[config.mk]
export PLATFORM = sky130hd
export DESIGN_NAME = axi4_lite_arbiter_flat
export DESIGN_NICKNAME = d
export VERILOG_FILES = /design/src/rtl/axi4_lite_arbiter.sv /design/src/flat_wrapper.sv
export SDC_FILE = /design/constraint.sdc
export NUM_CORES = 1
export LEC_CHECK = 0
export CAP_MARGIN = 10
export CORE_AREA = 8 8 135 137
export DETAILED_ROUTE_END_ITERATION = 12
export DIE_AREA = 0 0 143 145
export GPL_TIMING_DRIVEN = 0
export PLACE_DENSITY = 0.52
export RECOVER_POWER = 100
export SLEW_MARGIN = 20
export SYNTH_ARGS = -nofsm -noshare
export SYNTH_HDL_FRONTEND = slang
export SYNTH_SLANG_ARGS = --single-unit
[constraint.sdc]
create_clock -name aclk -period 2.3 [get_ports aclk]
set_input_delay 0.46 -clock aclk [delete_from_list [all_inputs] [get_ports aclk]]
set_output_delay 0.46 -clock aclk [all_outputs]
set_load 0.02 [all_outputs]
[src/rtl/axi4_lite_arbiter.sv]
// Two-requester AXI4-Lite arbiter: serialises s0/s1 onto one downstream port, one transaction at a time.
// Define AXI4_LITE_ARBITER_RR_EN for round-robin contention; the default build uses fixed priority (s0 wins).

package axi4_lite_pkg;
    typedef struct packed {
        int unsigned A;
        int unsigned N;
    } axi4_lite_cfg_t;
endpackage

interface axi4_lite_if #(
    parameter axi4_lite_pkg::axi4_lite_cfg_t C = '{default: 0, A: 16, N: 4}
);
    logic               awvalid;
    logic               awready;
    logic [C.A-1:0]     awaddr;
    logic [2:0]         awprot;
    logic               wvalid;
    logic               wready;
    logic [8*C.N-1:0]   wdata;
    logic [C.N-1:0]     wstrb;
    logic               bvalid;
    logic               bready;
    logic [1:0]         bresp;
    logic               arvalid;
    logic               arready;
    logic [C.A-1:0]     araddr;
    logic [2:0]         arprot;
    logic               rvalid;
    logic               rready;
    logic [8*C.N-1:0]   rdata;
    logic [1:0]         rresp;

    modport master (
        output awvalid, awaddr, awprot, wvalid, wdata, wstrb, bready, arvalid, araddr, arprot, rready,
        input  awready, wready, bvalid, bresp, arready, rvalid, rdata, rresp
    );
    modport slave (
        input  awvalid, awaddr, awprot, wvalid, wdata, wstrb, bready, arvalid, araddr, arprot, rready,
        output awready, wready, bvalid, bresp, arready, rvalid, rdata, rresp
    );
endinterface

module axi4_lite_arbiter
    import axi4_lite_pkg::*;
#(
    parameter axi4_lite_cfg_t C = '{default: 0, A: 16, N: 4}
) (
    input logic          aclk,
    input logic          aresetn,
    axi4_lite_if.slave   axi4_s0,
    axi4_lite_if.slave   axi4_s1,
    axi4_lite_if.master  axi4_m
);

    // state   | meaning
    // IDLE    | no transaction; arbitrate between requesters
    // WR_AW_W | pass AW and W of granted requester, each tracked by a done flag
    // WR_B    | route write response back to granted requester
    // RD_AR   | pass AR of granted requester
    // RD_R    | route read data back to granted requester
    typedef enum logic [2:0] {IDLE, WR_AW_W, WR_B, RD_AR, RD_R} state_t;

    state_t r_state;
    state_t w_state_nxt;
    logic   r_g;
    logic   w_g_nxt;
    logic   r_aw_done;
    logic   w_aw_done_nxt;
    logic   r_w_done;
    logic   w_w_done_nxt;

    logic w_req0;
    logic w_req1;
    logic w_pick;
    logic w_aw_act;
    logic w_w_act;
    logic w_b_act;
    logic w_ar_act;
    logic w_r_act;
    logic w_sel_awvalid;
    logic w_sel_wvalid;
    logic w_sel_bready;
    logic w_sel_arvalid;
    logic w_sel_rready;
    logic w_aw_hs;
    logic w_w_hs;
    logic w_b_hs;
    logic w_ar_hs;
    logic w_r_hs;

    assign w_req0 = axi4_s0.awvalid | axi4_s0.arvalid;
    assign w_req1 = axi4_s1.awvalid | axi4_s1.arvalid;

`ifdef AXI4_LITE_ARBITER_RR_EN
    assign w_pick = (w_req0 & w_req1) ? ~r_g : w_req1;
`else
    assign w_pick = ~w_req0;
`endif

    assign w_aw_act = (r_state == WR_AW_W) & ~r_aw_done;
    assign w_w_act  = (r_state == WR_AW_W) & ~r_w_done;
    assign w_b_act  = (r_state == WR_B);
    assign w_ar_act = (r_state == RD_AR);
    assign w_r_act  = (r_state == RD_R);

    assign w_sel_awvalid = r_g ? axi4_s1.awvalid : axi4_s0.awvalid;
    assign w_sel_wvalid  = r_g ? axi4_s1.wvalid  : axi4_s0.wvalid;
    assign w_sel_bready  = r_g ? axi4_s1.bready  : axi4_s0.bready;
    assign w_sel_arvalid = r_g ? axi4_s1.arvalid : axi4_s0.arvalid;
    assign w_sel_rready  = r_g ? axi4_s1.rready  : axi4_s0.rready;

    assign w_aw_hs = w_aw_act & w_sel_awvalid & axi4_m.awready;
    assign w_w_hs  = w_w_act  & w_sel_wvalid  & axi4_m.wready;
    assign w_b_hs  = w_b_act  & w_sel_bready  & axi4_m.bvalid;
    assign w_ar_hs = w_ar_act & w_sel_arvalid & axi4_m.arready;
    assign w_r_hs  = w_r_act  & w_sel_rready  & axi4_m.rvalid;

    // Downstream: handshake signals gated by state, payload muxed by grant
    assign axi4_m.awvalid = w_aw_act & w_sel_awvalid;
    assign axi4_m.awaddr  = r_g ? axi4_s1.awaddr : axi4_s0.awaddr;
    assign axi4_m.awprot  = r_g ? axi4_s1.awprot : axi4_s0.awprot;
    assign axi4_m.wvalid  = w_w_act & w_sel_wvalid;
    assign axi4_m.wdata   = r_g ? axi4_s1.wdata : axi4_s0.wdata;
    assign axi4_m.wstrb   = r_g ? axi4_s1.wstrb : axi4_s0.wstrb;
    assign axi4_m.bready  = w_b_act & w_sel_bready;
    assign axi4_m.arvalid = w_ar_act & w_sel_arvalid;
    assign axi4_m.araddr  = r_g ? axi4_s1.araddr : axi4_s0.araddr;
    assign axi4_m.arprot  = r_g ? axi4_s1.arprot : axi4_s0.arprot;
    assign axi4_m.rready  = w_r_act & w_sel_rready;

    assign axi4_s0.awready = w_aw_act & ~r_g & axi4_m.awready;
    assign axi4_s0.wready  = w_w_act  & ~r_g & axi4_m.wready;
    assign axi4_s0.bvalid  = w_b_act  & ~r_g & axi4_m.bvalid;
    assign axi4_s0.bresp   = axi4_m.bresp;
    assign axi4_s0.arready = w_ar_act & ~r_g & axi4_m.arready;
    assign axi4_s0.rvalid  = w_r_act  & ~r_g & axi4_m.rvalid;
    assign axi4_s0.rdata   = axi4_m.rdata;
    assign axi4_s0.rresp   = axi4_m.rresp;

    assign axi4_s1.awready = w_aw_act & r_g & axi4_m.awready;
    assign axi4_s1.wready  = w_w_act  & r_g & axi4_m.wready;
    assign axi4_s1.bvalid  = w_b_act  & r_g & axi4_m.bvalid;
    assign axi4_s1.bresp   = axi4_m.bresp;
    assign axi4_s1.arready = w_ar_act & r_g & axi4_m.arready;
    assign axi4_s1.rvalid  = w_r_act  & r_g & axi4_m.rvalid;
    assign axi4_s1.rdata   = axi4_m.rdata;
    assign axi4_s1.rresp   = axi4_m.rresp;

    always_comb begin
        w_state_nxt   = r_state;
        w_g_nxt       = r_g;
        w_aw_done_nxt = r_aw_done;
        w_w_done_nxt  = r_w_done;
        case (r_state)
            IDLE: begin
                if (w_req0 | w_req1) begin
                    w_g_nxt       = w_pick;
                    w_aw_done_nxt = 1'b0;
                    w_w_done_nxt  = 1'b0;
                    // write wins over read from the same requester
                    if (w_pick ? axi4_s1.awvalid : axi4_s0.awvalid)
                        w_state_nxt = WR_AW_W;
                    else
                        w_state_nxt = RD_AR;
                end
            end
            WR_AW_W: begin
                w_aw_done_nxt = r_aw_done | w_aw_hs;
                w_w_done_nxt  = r_w_done  | w_w_hs;
                if ((r_aw_done | w_aw_hs) & (r_w_done | w_w_hs)) begin
                    w_state_nxt   = WR_B;
                    w_aw_done_nxt = 1'b0;
                    w_w_done_nxt  = 1'b0;
                end
            end
            WR_B: begin
                if (w_b_hs)
                    w_state_nxt = IDLE;
            end
            RD_AR: begin
                if (w_ar_hs)
                    w_state_nxt = RD_R;
            end
            RD_R: begin
                if (w_r_hs)
                    w_state_nxt = IDLE;
            end
            default: w_state_nxt = IDLE;
        endcase
    end

    always_ff @(posedge aclk or negedge aresetn) begin
        if (!aresetn) begin
            r_state   <= IDLE;
            r_g       <= 1'b1;
            r_aw_done <= 1'b0;
            r_w_done  <= 1'b0;
        end else begin
            r_state   <= w_state_nxt;
            r_g       <= w_g_nxt;
            r_aw_done <= w_aw_done_nxt;
            r_w_done  <= w_w_done_nxt;
        end
    end

endmodule
[src/flat_wrapper.sv]
// flat-port wrapper written by rule: the top's interface ports become plain ports
module axi4_lite_arbiter_flat import axi4_lite_pkg::*;
#(
    parameter axi4_lite_cfg_t C = '{default: 0, A: 16, N: 4}
)
  (aclk, aresetn, axi4_s0_awvalid, axi4_s0_awaddr, axi4_s0_awprot, axi4_s0_wvalid, axi4_s0_wdata, axi4_s0_wstrb, axi4_s0_bready, axi4_s0_arvalid, axi4_s0_araddr, axi4_s0_arprot, axi4_s0_rready, axi4_s0_awready, axi4_s0_wready, axi4_s0_bvalid, axi4_s0_bresp, axi4_s0_arready, axi4_s0_rvalid, axi4_s0_rdata, axi4_s0_rresp, axi4_s1_awvalid, axi4_s1_awaddr, axi4_s1_awprot, axi4_s1_wvalid, axi4_s1_wdata, axi4_s1_wstrb, axi4_s1_bready, axi4_s1_arvalid, axi4_s1_araddr, axi4_s1_arprot, axi4_s1_rready, axi4_s1_awready, axi4_s1_wready, axi4_s1_bvalid, axi4_s1_bresp, axi4_s1_arready, axi4_s1_rvalid, axi4_s1_rdata, axi4_s1_rresp, axi4_m_awvalid, axi4_m_awaddr, axi4_m_awprot, axi4_m_wvalid, axi4_m_wdata, axi4_m_wstrb, axi4_m_bready, axi4_m_arvalid, axi4_m_araddr, axi4_m_arprot, axi4_m_rready, axi4_m_awready, axi4_m_wready, axi4_m_bvalid, axi4_m_bresp, axi4_m_arready, axi4_m_rvalid, axi4_m_rdata, axi4_m_rresp);
  axi4_lite_if #(.C(C)) axi4_s0_i ();
  axi4_lite_if #(.C(C)) axi4_s1_i ();
  axi4_lite_if #(.C(C)) axi4_m_i ();
  input logic aclk;
  input logic aresetn;
  input wire logic [$bits(axi4_s0_i.awvalid)-1:0] axi4_s0_awvalid;
  input wire logic [$bits(axi4_s0_i.awaddr)-1:0] axi4_s0_awaddr;
  input wire logic [$bits(axi4_s0_i.awprot)-1:0] axi4_s0_awprot;
  input wire logic [$bits(axi4_s0_i.wvalid)-1:0] axi4_s0_wvalid;
  input wire logic [$bits(axi4_s0_i.wdata)-1:0] axi4_s0_wdata;
  input wire logic [$bits(axi4_s0_i.wstrb)-1:0] axi4_s0_wstrb;
  input wire logic [$bits(axi4_s0_i.bready)-1:0] axi4_s0_bready;
  input wire logic [$bits(axi4_s0_i.arvalid)-1:0] axi4_s0_arvalid;
  input wire logic [$bits(axi4_s0_i.araddr)-1:0] axi4_s0_araddr;
  input wire logic [$bits(axi4_s0_i.arprot)-1:0] axi4_s0_arprot;
  input wire logic [$bits(axi4_s0_i.rready)-1:0] axi4_s0_rready;
  output wire logic [$bits(axi4_s0_i.awready)-1:0] axi4_s0_awready;
  output wire logic [$bits(axi4_s0_i.wready)-1:0] axi4_s0_wready;
  output wire logic [$bits(axi4_s0_i.bvalid)-1:0] axi4_s0_bvalid;
  output wire logic [$bits(axi4_s0_i.bresp)-1:0] axi4_s0_bresp;
  output wire logic [$bits(axi4_s0_i.arready)-1:0] axi4_s0_arready;
  output wire logic [$bits(axi4_s0_i.rvalid)-1:0] axi4_s0_rvalid;
  output wire logic [$bits(axi4_s0_i.rdata)-1:0] axi4_s0_rdata;
  output wire logic [$bits(axi4_s0_i.rresp)-1:0] axi4_s0_rresp;
  input wire logic [$bits(axi4_s1_i.awvalid)-1:0] axi4_s1_awvalid;
  input wire logic [$bits(axi4_s1_i.awaddr)-1:0] axi4_s1_awaddr;
  input wire logic [$bits(axi4_s1_i.awprot)-1:0] axi4_s1_awprot;
  input wire logic [$bits(axi4_s1_i.wvalid)-1:0] axi4_s1_wvalid;
  input wire logic [$bits(axi4_s1_i.wdata)-1:0] axi4_s1_wdata;
  input wire logic [$bits(axi4_s1_i.wstrb)-1:0] axi4_s1_wstrb;
  input wire logic [$bits(axi4_s1_i.bready)-1:0] axi4_s1_bready;
  input wire logic [$bits(axi4_s1_i.arvalid)-1:0] axi4_s1_arvalid;
  input wire logic [$bits(axi4_s1_i.araddr)-1:0] axi4_s1_araddr;
  input wire logic [$bits(axi4_s1_i.arprot)-1:0] axi4_s1_arprot;
  input wire logic [$bits(axi4_s1_i.rready)-1:0] axi4_s1_rready;
  output wire logic [$bits(axi4_s1_i.awready)-1:0] axi4_s1_awready;
  output wire logic [$bits(axi4_s1_i.wready)-1:0] axi4_s1_wready;
  output wire logic [$bits(axi4_s1_i.bvalid)-1:0] axi4_s1_bvalid;
  output wire logic [$bits(axi4_s1_i.bresp)-1:0] axi4_s1_bresp;
  output wire logic [$bits(axi4_s1_i.arready)-1:0] axi4_s1_arready;
  output wire logic [$bits(axi4_s1_i.rvalid)-1:0] axi4_s1_rvalid;
  output wire logic [$bits(axi4_s1_i.rdata)-1:0] axi4_s1_rdata;
  output wire logic [$bits(axi4_s1_i.rresp)-1:0] axi4_s1_rresp;
  output wire logic [$bits(axi4_m_i.awvalid)-1:0] axi4_m_awvalid;
  output wire logic [$bits(axi4_m_i.awaddr)-1:0] axi4_m_awaddr;
  output wire logic [$bits(axi4_m_i.awprot)-1:0] axi4_m_awprot;
  output wire logic [$bits(axi4_m_i.wvalid)-1:0] axi4_m_wvalid;
  output wire logic [$bits(axi4_m_i.wdata)-1:0] axi4_m_wdata;
  output wire logic [$bits(axi4_m_i.wstrb)-1:0] axi4_m_wstrb;
  output wire logic [$bits(axi4_m_i.bready)-1:0] axi4_m_bready;
  output wire logic [$bits(axi4_m_i.arvalid)-1:0] axi4_m_arvalid;
  output wire logic [$bits(axi4_m_i.araddr)-1:0] axi4_m_araddr;
  output wire logic [$bits(axi4_m_i.arprot)-1:0] axi4_m_arprot;
  output wire logic [$bits(axi4_m_i.rready)-1:0] axi4_m_rready;
  input wire logic [$bits(axi4_m_i.awready)-1:0] axi4_m_awready;
  input wire logic [$bits(axi4_m_i.wready)-1:0] axi4_m_wready;
  input wire logic [$bits(axi4_m_i.bvalid)-1:0] axi4_m_bvalid;
  input wire logic [$bits(axi4_m_i.bresp)-1:0] axi4_m_bresp;
  input wire logic [$bits(axi4_m_i.arready)-1:0] axi4_m_arready;
  input wire logic [$bits(axi4_m_i.rvalid)-1:0] axi4_m_rvalid;
  input wire logic [$bits(axi4_m_i.rdata)-1:0] axi4_m_rdata;
  input wire logic [$bits(axi4_m_i.rresp)-1:0] axi4_m_rresp;
  assign axi4_s0_i.awvalid = axi4_s0_awvalid;
  assign axi4_s0_i.awaddr = axi4_s0_awaddr;
  assign axi4_s0_i.awprot = axi4_s0_awprot;
  assign axi4_s0_i.wvalid = axi4_s0_wvalid;
  assign axi4_s0_i.wdata = axi4_s0_wdata;
  assign axi4_s0_i.wstrb = axi4_s0_wstrb;
  assign axi4_s0_i.bready = axi4_s0_bready;
  assign axi4_s0_i.arvalid = axi4_s0_arvalid;
  assign axi4_s0_i.araddr = axi4_s0_araddr;
  assign axi4_s0_i.arprot = axi4_s0_arprot;
  assign axi4_s0_i.rready = axi4_s0_rready;
  assign axi4_s0_awready = axi4_s0_i.awready;
  assign axi4_s0_wready = axi4_s0_i.wready;
  assign axi4_s0_bvalid = axi4_s0_i.bvalid;
  assign axi4_s0_bresp = axi4_s0_i.bresp;
  assign axi4_s0_arready = axi4_s0_i.arready;
  assign axi4_s0_rvalid = axi4_s0_i.rvalid;
  assign axi4_s0_rdata = axi4_s0_i.rdata;
  assign axi4_s0_rresp = axi4_s0_i.rresp;
  assign axi4_s1_i.awvalid = axi4_s1_awvalid;
  assign axi4_s1_i.awaddr = axi4_s1_awaddr;
  assign axi4_s1_i.awprot = axi4_s1_awprot;
  assign axi4_s1_i.wvalid = axi4_s1_wvalid;
  assign axi4_s1_i.wdata = axi4_s1_wdata;
  assign axi4_s1_i.wstrb = axi4_s1_wstrb;
  assign axi4_s1_i.bready = axi4_s1_bready;
  assign axi4_s1_i.arvalid = axi4_s1_arvalid;
  assign axi4_s1_i.araddr = axi4_s1_araddr;
  assign axi4_s1_i.arprot = axi4_s1_arprot;
  assign axi4_s1_i.rready = axi4_s1_rready;
  assign axi4_s1_awready = axi4_s1_i.awready;
  assign axi4_s1_wready = axi4_s1_i.wready;
  assign axi4_s1_bvalid = axi4_s1_i.bvalid;
  assign axi4_s1_bresp = axi4_s1_i.bresp;
  assign axi4_s1_arready = axi4_s1_i.arready;
  assign axi4_s1_rvalid = axi4_s1_i.rvalid;
  assign axi4_s1_rdata = axi4_s1_i.rdata;
  assign axi4_s1_rresp = axi4_s1_i.rresp;
  assign axi4_m_awvalid = axi4_m_i.awvalid;
  assign axi4_m_awaddr = axi4_m_i.awaddr;
  assign axi4_m_awprot = axi4_m_i.awprot;
  assign axi4_m_wvalid = axi4_m_i.wvalid;
  assign axi4_m_wdata = axi4_m_i.wdata;
  assign axi4_m_wstrb = axi4_m_i.wstrb;
  assign axi4_m_bready = axi4_m_i.bready;
  assign axi4_m_arvalid = axi4_m_i.arvalid;
  assign axi4_m_araddr = axi4_m_i.araddr;
  assign axi4_m_arprot = axi4_m_i.arprot;
  assign axi4_m_rready = axi4_m_i.rready;
  assign axi4_m_i.awready = axi4_m_awready;
  assign axi4_m_i.wready = axi4_m_wready;
  assign axi4_m_i.bvalid = axi4_m_bvalid;
  assign axi4_m_i.bresp = axi4_m_bresp;
  assign axi4_m_i.arready = axi4_m_arready;
  assign axi4_m_i.rvalid = axi4_m_rvalid;
  assign axi4_m_i.rdata = axi4_m_rdata;
  assign axi4_m_i.rresp = axi4_m_rresp;
  axi4_lite_arbiter #(.C(C)) u_core (.aclk(aclk), .aresetn(aresetn), .axi4_s0(axi4_s0_i), .axi4_s1(axi4_s1_i), .axi4_m(axi4_m_i));
endmodule
Yosys cells after proc, flatten, opt, wreduce, memory -nomap -nowiden. Cells that the tools add are included.

Output and inout port bits: 161. Register bits: 6. Input port bits: 201. Logic and storage cells: 84.

Reduce and logical (&&, ||, !) cells: 5. Bitwise gates (word level): 42. Mux-type cells: 24. Equal/unequal tests: 9.

Operators by type and width (number): 1-bit AND (33); 16-bit 2-to-1 mux (2); 32-bit 2-to-1 mux (1); 3-bit 2-to-1 mux (7); 3-bit one-hot mux with 5 select lines (1); 1-bit 2-to-1 mux (9); 2-bit != test (second input constant) (4); 3-bit by 2-bit equality test with 1-bit output (second input constant) (2); 1-bit OR (5); 5-bit AND reduction (1); 4-bit 2-to-1 mux (1); 1-bit NOT (4); 1-bit one-hot mux with 2 select lines (2); 2-bit AND reduction (2); 3-bit by 1-bit equality test with 1-bit output (second input constant) (1); 3-bit equality test (second input constant) (1); 3-bit logical NOT (1); 2-bit 2-to-1 mux (1); 2-bit by 1-bit != test with 1-bit output (second input constant) (1); 2-bit nonzero test (1).

Logic depth before layout (Yosys ltp). Gate-level depths: netlist (run 1).

Depth after elaboration: 8. Mapped depth: 5. Depth with buffers taken out: 4.

Worst setup path after synthesis (run 1). No wires, ideal clock.

Kind: register to output. Start: register u_core.r_g. End: output axi4_m_araddr[0]. Data required time: 1.840 ns. Arrival time: 1.460 ns. Stages on the path, launching flop included: 5. Buffers on the path: 3. Path slack: 0.380 ns. Path through: dfstp_2 buf_2 buf_2 buf_2 mux2_1.

Cells in the longest elaborated chain, start to end: 1.

Ends and longest elaborated chain: from (decl) (line axi4_lite_arbiter.sv:66) `logic r_g;`; from (signal assigned) (line axi4_lite_arbiter.sv:201) `r_g <= w_g_nxt;`; 16-bit 2-to-1 mux (line axi4_lite_arbiter.sv:128) `assign axi4_m.araddr = r_g ? axi4_s1.araddr : axi4_s0.araddr;`; to (decl) (line flat_wrapper.sv:58) `output wire logic [$bits(axi4_m_i.araddr)-1:0] axi4_m_araddr;`.

Every way passes these cells.

Worst setup path after layout (run 1).
Start: register u_core.r_g. End: output axi4_m_wdata[22].

Cells in the longest elaborated chain, start to end: 1.

Ends and longest elaborated chain: 32-bit 2-to-1 mux (line axi4_lite_arbiter.sv:124) `assign axi4_m.wdata = r_g ? axi4_s1.wdata : axi4_s0.wdata;`; to (decl) (line flat_wrapper.sv:54) `output wire logic [$bits(axi4_m_i.wdata)-1:0] axi4_m_wdata;`.

Every way passes these cells.

==> impl_metrics.json, run 1 <==
{
  "status": "completed",
  "p_leak_nw": 2.23,
  "fin_worst_skew_ns": 0.00188,
  "cp_max_fo": 10,
  "cp-end-kind": "output port",
  "gp_congestion": 0.807,
  "setup_viol": 0,
  "final_util_pct": 33.0,
  "hp-start": "u_core.r_aw_done",
  "whs_endpoint": "u_core.r_aw_done",
  "numCtsBuffers": 3,
  "design_area_um2": 5340,
  "relSlewSlack_pct": 71.7,
  "synth_nets": 426,
  "placed_area_um2": 5480,
  "whs_path_depth": 2,
  "routedWlPerCell_um": 19.3,
  "portBuffers": 325,
  "async_flop_share_pct": 100,
  "die_h_um": 145,
  "fin_crit_sh_pct": 97.4,
  "routed_wl_mm": 15.0,
  "firstDrtPassIters": 4,
  "tightest_slew_ns": 0.420,
  "grt_usage_pct": 13.1,
  "initial_core_util_pct": 12.1,
  "rsz0062_at_grt": "false",
  "power_mw": 3.68,
  "clock_path_buffers": 2,
  "syn_inst": 225,
  "vias": 2820,
  "drt_iter0_drc": 33,
  "max_freq_mhz": 446,
  "synth_area_um2": 1950,
  "die_area_um2": 20700,
  "slew_violations": 0,
  "die_w_um": 143,
  "grt_max_degree": 11,
  "synth.distinct_cells": 30,
  "antenna_found_initial": 1,
  "stdcell_count": 776,
  "r2r_setup_slack_ns": 0.52,
  "yosys_warnings": 0,
  "peakVddDrop_mv": 0.336,
  "clock-sinks": 6,
  "final_antenna_net_count": 0,
  "overflow": 0,
  "cts_hold_buf": 0,
  "worstReg2RegEnd": "u_core.r_state[0]",
  "avgSynthCellArea_um2": 8.66,
  "layout.nets": 758,
  "fillers": 1731,
  "min_period_ns": 2.24,
  "mostFrequentLayoutCells": "163 x clkdlybuf4s50_1, 74 x mux2_1, 74 x buf_4, 73 x dlygate4sd3_1, 36 x clkbuf_1",
  "ys.flop_type": "dfrtp_1",
  "ys_seq_elements": 6,
  "p_per_area_nw_per_um2": 690,
  "root_buffer": "clkbuf_16",
  "cts_tree": "yes",
  "syn_to_final_growth_pct": 174,
  "clk_pin_slew_worst_paths_ns": 0.04,
  "h-tree-depth": 1,
  "ios": 362,
  "synth_edf_count": 0,
  "start_kind": "flip-flop",
  "dpl.hpwl_mm": 13.7,
  "place_inst": 770,
  "core-area_um2": 16200,
  "crit_type": "flip-flop to output port",
  "grt_pass1_wl_mm": 20.8,
  "grt_pass1_vias": 3177,
  "holdCritPathClass": "flip-flop to flip-flop",
  "layout_commonest_cell": "clkdlybuf4s50_1",
  "maxCapViolCount": 0,
  "drive_above_1_share_pct": 23.4,
  "ys_seq_area_share_pct": 7.77,
  "diodes": 0,
  "fp-row-count": 47,
  "hold_viol": 0,
  "arrival_ns": 1.78,
  "viasPerCell": 3.63,
  "reg2reg_depth": 5,
  "reg2reg_from": "u_core.r_g",
  "clock_latency_ns": 0.23,
  "cp_data_required_time_ns": 1.84,
  "drc": 0
}
-- layer usage --
| layer | vias to the layer above | track usage, % | share of wire, % |
|---|---|---|---|
| met3 | 4 | 5.58 | 11 |
| met5 | - | 0 | 0.060 |
| met2 | 166 | 25.8 | 52 |
| met4 | 2 | 0.797 | 0.11 |
| li1 | 1370 | - | - |
| met1 | 1278 | 12.7 | 37 |
-- cells in the mapped netlist (2+ instances only) --
| master | count | area (um^2) |
|---|---|---|
| mux2_1 | 74 | 833 |
| buf_4 | 72 | 541 |
| nor2_1 | 15 | 56.3 |
| buf_2 | 10 | 50.1 |
| nand2_1 | 7 | 26.3 |
| dfrtp_1 | 5 | 125 |
| o21ai_0 | 5 | 25.0 |
| a21oi_1 | 3 | 15.0 |
| mux2_2 | 3 | 33.8 |
| nand3_1 | 3 | 15.0 |
| o21ai_1 | 3 | 15.0 |
| a21boi_2 | 2 | 22.5 |
| mux2i_1 | 2 | 20.0 |
| nand2b_1 | 2 | 12.5 |
| nor2b_1 | 2 | 12.5 |
| nor3_1 | 2 | 10.0 |
| nor4b_2 | 2 | 30.0 |
-- state kept, by name, indices dropped and copies added, names as in the netlist --
name              count
u_core.r_aw_done      1
u_core.r_w_done       1
u_core.r_g            1
u_core.r_state        3
-- worst max-delay path by stage --
| stage | end | from |
|---|---|---|
| 2_1_floorplan | axi4_m_araddr[0] | u_core.r_g |
| 3_3_place_gp | axi4_m_wstrb[3] | u_core.r_g |
| 3_5_place_dp | axi4_m_wstrb[3] | u_core.r_g |
| 4_1_cts | axi4_m_awprot[0] | u_core.r_g |
| 5_1_grt | axi4_s0_wready | u_core.r_state[2] |
| 6_report | axi4_m_wdata[22] | u_core.r_g |
-- stage by stage --
stage / TNS (ns) / hold WS, ns / setup slack, ns
2_1_floorplan: 0 / 0.164 / 0.380
3_3_place_gp: -27.65 / 0.525 / -0.403
3_5_place_dp: -28.18 / 0.544 / -0.412
4_1_cts: 0 / 0.501 / 0.000307
5_1_grt: 0 / 0.585 / 0.00121
6_report: 0 / 0.543 / 0.0602
-- report_power, final --
group	leakage (nW)	internal (mW)	total, mW	switching, mW
clock	0.0382	0.230	0.287	0.0575
combinational	2.12	1.46	3.16	1.70
sequential	0.0746	0.157	0.231	0.0738
total	2.23	1.85	3.68	1.83
-- cells by family (layout without fill, tap and decap cells) --
logic type | Yosys count | after routing | share of synthesized area [%]
buffers and inverters | 85 | 416 | 30.9
AO/OA/AOI/OAI | 15 | 15 | 4.75
multiplexers | 79 | 79 | 45.5
flip-flops | 6 | 6 | 7.77
AND/OR/NAND/NOR | 40 | 40 | 11.1
-- layout make-up --
class / instances / area (um^2) / share of cell area (%)
repair buffers: 328 / 2970 / 55.6
multi-input cells: 134 / 1200 / 22.5
plain buffers: 82 / 656 / 12.3
well taps: 220 / 275 / 5.16
flip-flops and latches: 6 / 151 / 2.84
clock buffers: 4 / 78.8 / 1.48
inverters: 2 / 7.51 / 0.141
-- critical path: stages, from the launching register on --
cell	delay (ns)
dfstp_2	0.60
buf_12	0.16
buf_6	0.16
mux2_1	0.34
clkdlybuf4s15_1	0.29
-- what timing repair did --
item / 4_1_cts / 5_1_grt
setup buffers: 2 / 1
hold endpoints to repair: 0 / 0
gates resized for setup: 202 / 59
cloned: 0 / 0
endpoints found under the setup margin: 89 / 65
Note: power is estimated with default switching activity, not from simulation.
==> run 2: changes to the inputs <==
==> constraint.sdc (replaced) <==
create_clock -name aclk -period 2.11 [get_ports aclk]
set_input_delay 0.422 -clock aclk [delete_from_list [all_inputs] [get_ports aclk]]
set_output_delay 0.422 -clock aclk [all_outputs]
set_load 0.02 [all_outputs]
==> impl_metrics.json, run 2 (synthesized netlist as in run 1, its figures left out) <==
{
  "fp-row-count": 47,
  "mostFrequentLayoutCells": "235 x clkdlybuf4s50_1, 75 x buf_4, 73 x mux2_1, 66 x buf_2, 15 x nor2_1",
  "relSlewSlack_pct": 79.5,
  "cp-end-kind": "output port",
  "drc": 0,
  "drt_iter0_drc": 35,
  "cts_tree": "yes",
  "die_w_um": 143,
  "tightest_slew_ns": 0.306,
  "cp_max_fo": 10,
  "p_per_area_nw_per_um2": 783,
  "p_leak_nw": 2.31,
  "gp_congestion": 0.807,
  "numCtsBuffers": 3,
  "start_kind": "flip-flop",
  "die_h_um": 145,
  "ios": 362,
  "antenna_found_initial": 1,
  "design_area_um2": 5370,
  "fillers": 1724,
  "clock_latency_ns": 0.23,
  "r2r_setup_slack_ns": 0.50,
  "setup_viol": 11,
  "root_buffer": "clkbuf_16",
  "vias": 2829,
  "min_period_ns": 2.14,
  "fin_worst_skew_ns": 0.00294,
  "largest_reg_flops": 3,
  "arrival_ns": 1.72,
  "grt_pass1_vias": 3165,
  "clk_pin_slew_worst_paths_ns": 0.04,
  "drive_above_1_share_pct": 33.3,
  "cts_hold_buf": 0,
  "violations": "setup timing",
  "die_area_um2": 20700,
  "core-area_um2": 16200,
  "reg2reg_depth": 6,
  "grt_pass1_wl_mm": 20.9,
  "peakVddDrop_mv": 0.375,
  "crit_type": "flip-flop to output port",
  "firstDrtPassIters": 4,
  "overflow": 0,
  "routedWlPerCell_um": 19.4,
  "hold_viol": 0,
  "initial_core_util_pct": 12.1,
  "cp_data_required_time_ns": 1.69,
  "layout.nets": 758,
  "regMostFlops": "u_core.r_state",
  "max_freq_mhz": 466,
  "diodes": 0,
  "layout_commonest_cell": "clkdlybuf4s50_1",
  "status": "finished with violations",
  "maxCapViolCount": 0,
  "fin_crit_sh_pct": 102,
  "h-tree-depth": 1,
  "final_antenna_net_count": 0,
  "grt_usage_pct": 13.2,
  "worstReg2RegEnd": "u_core.r_state[0]",
  "reg2reg_from": "u_core.r_g",
  "slew_violations": 0,
  "holdCritPathClass": "input port to async pin",
  "grt_max_degree": 11,
  "placed_area_um2": 5480,
  "dpl.hpwl_mm": 13.7,
  "syn_to_final_growth_pct": 175,
  "rsz0062_at_grt": "true",
  "setup_ws_ns": -0.0340,
  "viasPerCell": 3.65,
  "clock-sinks": 6,
  "pre_cts_ws_ns": -0.564,
  "clock_path_buffers": 2,
  "portBuffers": 325,
  "routed_wl_mm": 15.0
}
==> run 2: cell type report <==
type	instances	area, um^2	area share (%)
plain buffers	82	696	13.0
well taps	220	275	5.13
clock buffers	4	78.8	1.47
flip-flops and latches	6	154	2.87
multi-input cells	134	1230	22.9
inverters	2	7.51	0.140
repair buffers	328	2930	54.5
==> run 2: power breakdown <==
group	total [mW]	switching (mW)	internal [mW]
Combinational	3.63	1.88	1.75
Clock	0.314	0.0635	0.251
Sequential	0.262	0.0876	0.174
Total	4.20	2.03	2.18
==> run 2: through the flow <==
step,hold slack (ns),TNS [ns],power [mW],util (%),std cells
floorplan,0.126,0,2.23,-,225
global placement,0.525,-41.00,4.00,33.9,770
detailed placement,0.544,-41.51,4.00,33.9,770
CTS,0.463,-2.82,4.28,34.1,774
global route,0.546,-0.742,4.47,33.2,776
finish,0.521,-0.185,4.20,33.2,776
==> run 2: what timing repair did <==
action                     CTS  global route
setup endpoints to repair   89            84
buffers inserted             1             2
gates resized for setup    316            51
==> run 2: worst max path at each step <==
stage	endpoint	from	slack [ns]
after floorplan	axi4_m_araddr[0]	u_core.r_g	0.23
after global placement	axi4_m_wstrb[3]	u_core.r_g	-0.56
after detailed placement	axi4_m_wstrb[3]	u_core.r_g	-0.56
after CTS	axi4_m_wdata[6]	u_core.r_g	-0.10
after global routing	axi4_m_araddr[5]	u_core.r_g	-0.07
final	axi4_m_araddr[5]	u_core.r_g	-0.03
==> run 2: per-layer routing <==
| layer | up-vias | GRT usage [%] | part of all wire (%) |
|---|---|---|---|
| met5 | - | 0 | 0.060 |
| met4 | 2 | 0.797 | 0.11 |
| met3 | 4 | 5.81 | 12 |
| li1 | 1367 | - | - |
| met1 | 1284 | 12.6 | 35 |
| met2 | 172 | 26.0 | 53 |
==> run 2: worst max-delay path: stages, from the launching register on <==
cell and delay [ns]:
dfstp_2 0.56, buf_12 0.17, buf_8 0.16, mux2_1 0.34, clkdlybuf4s15_2 0.26
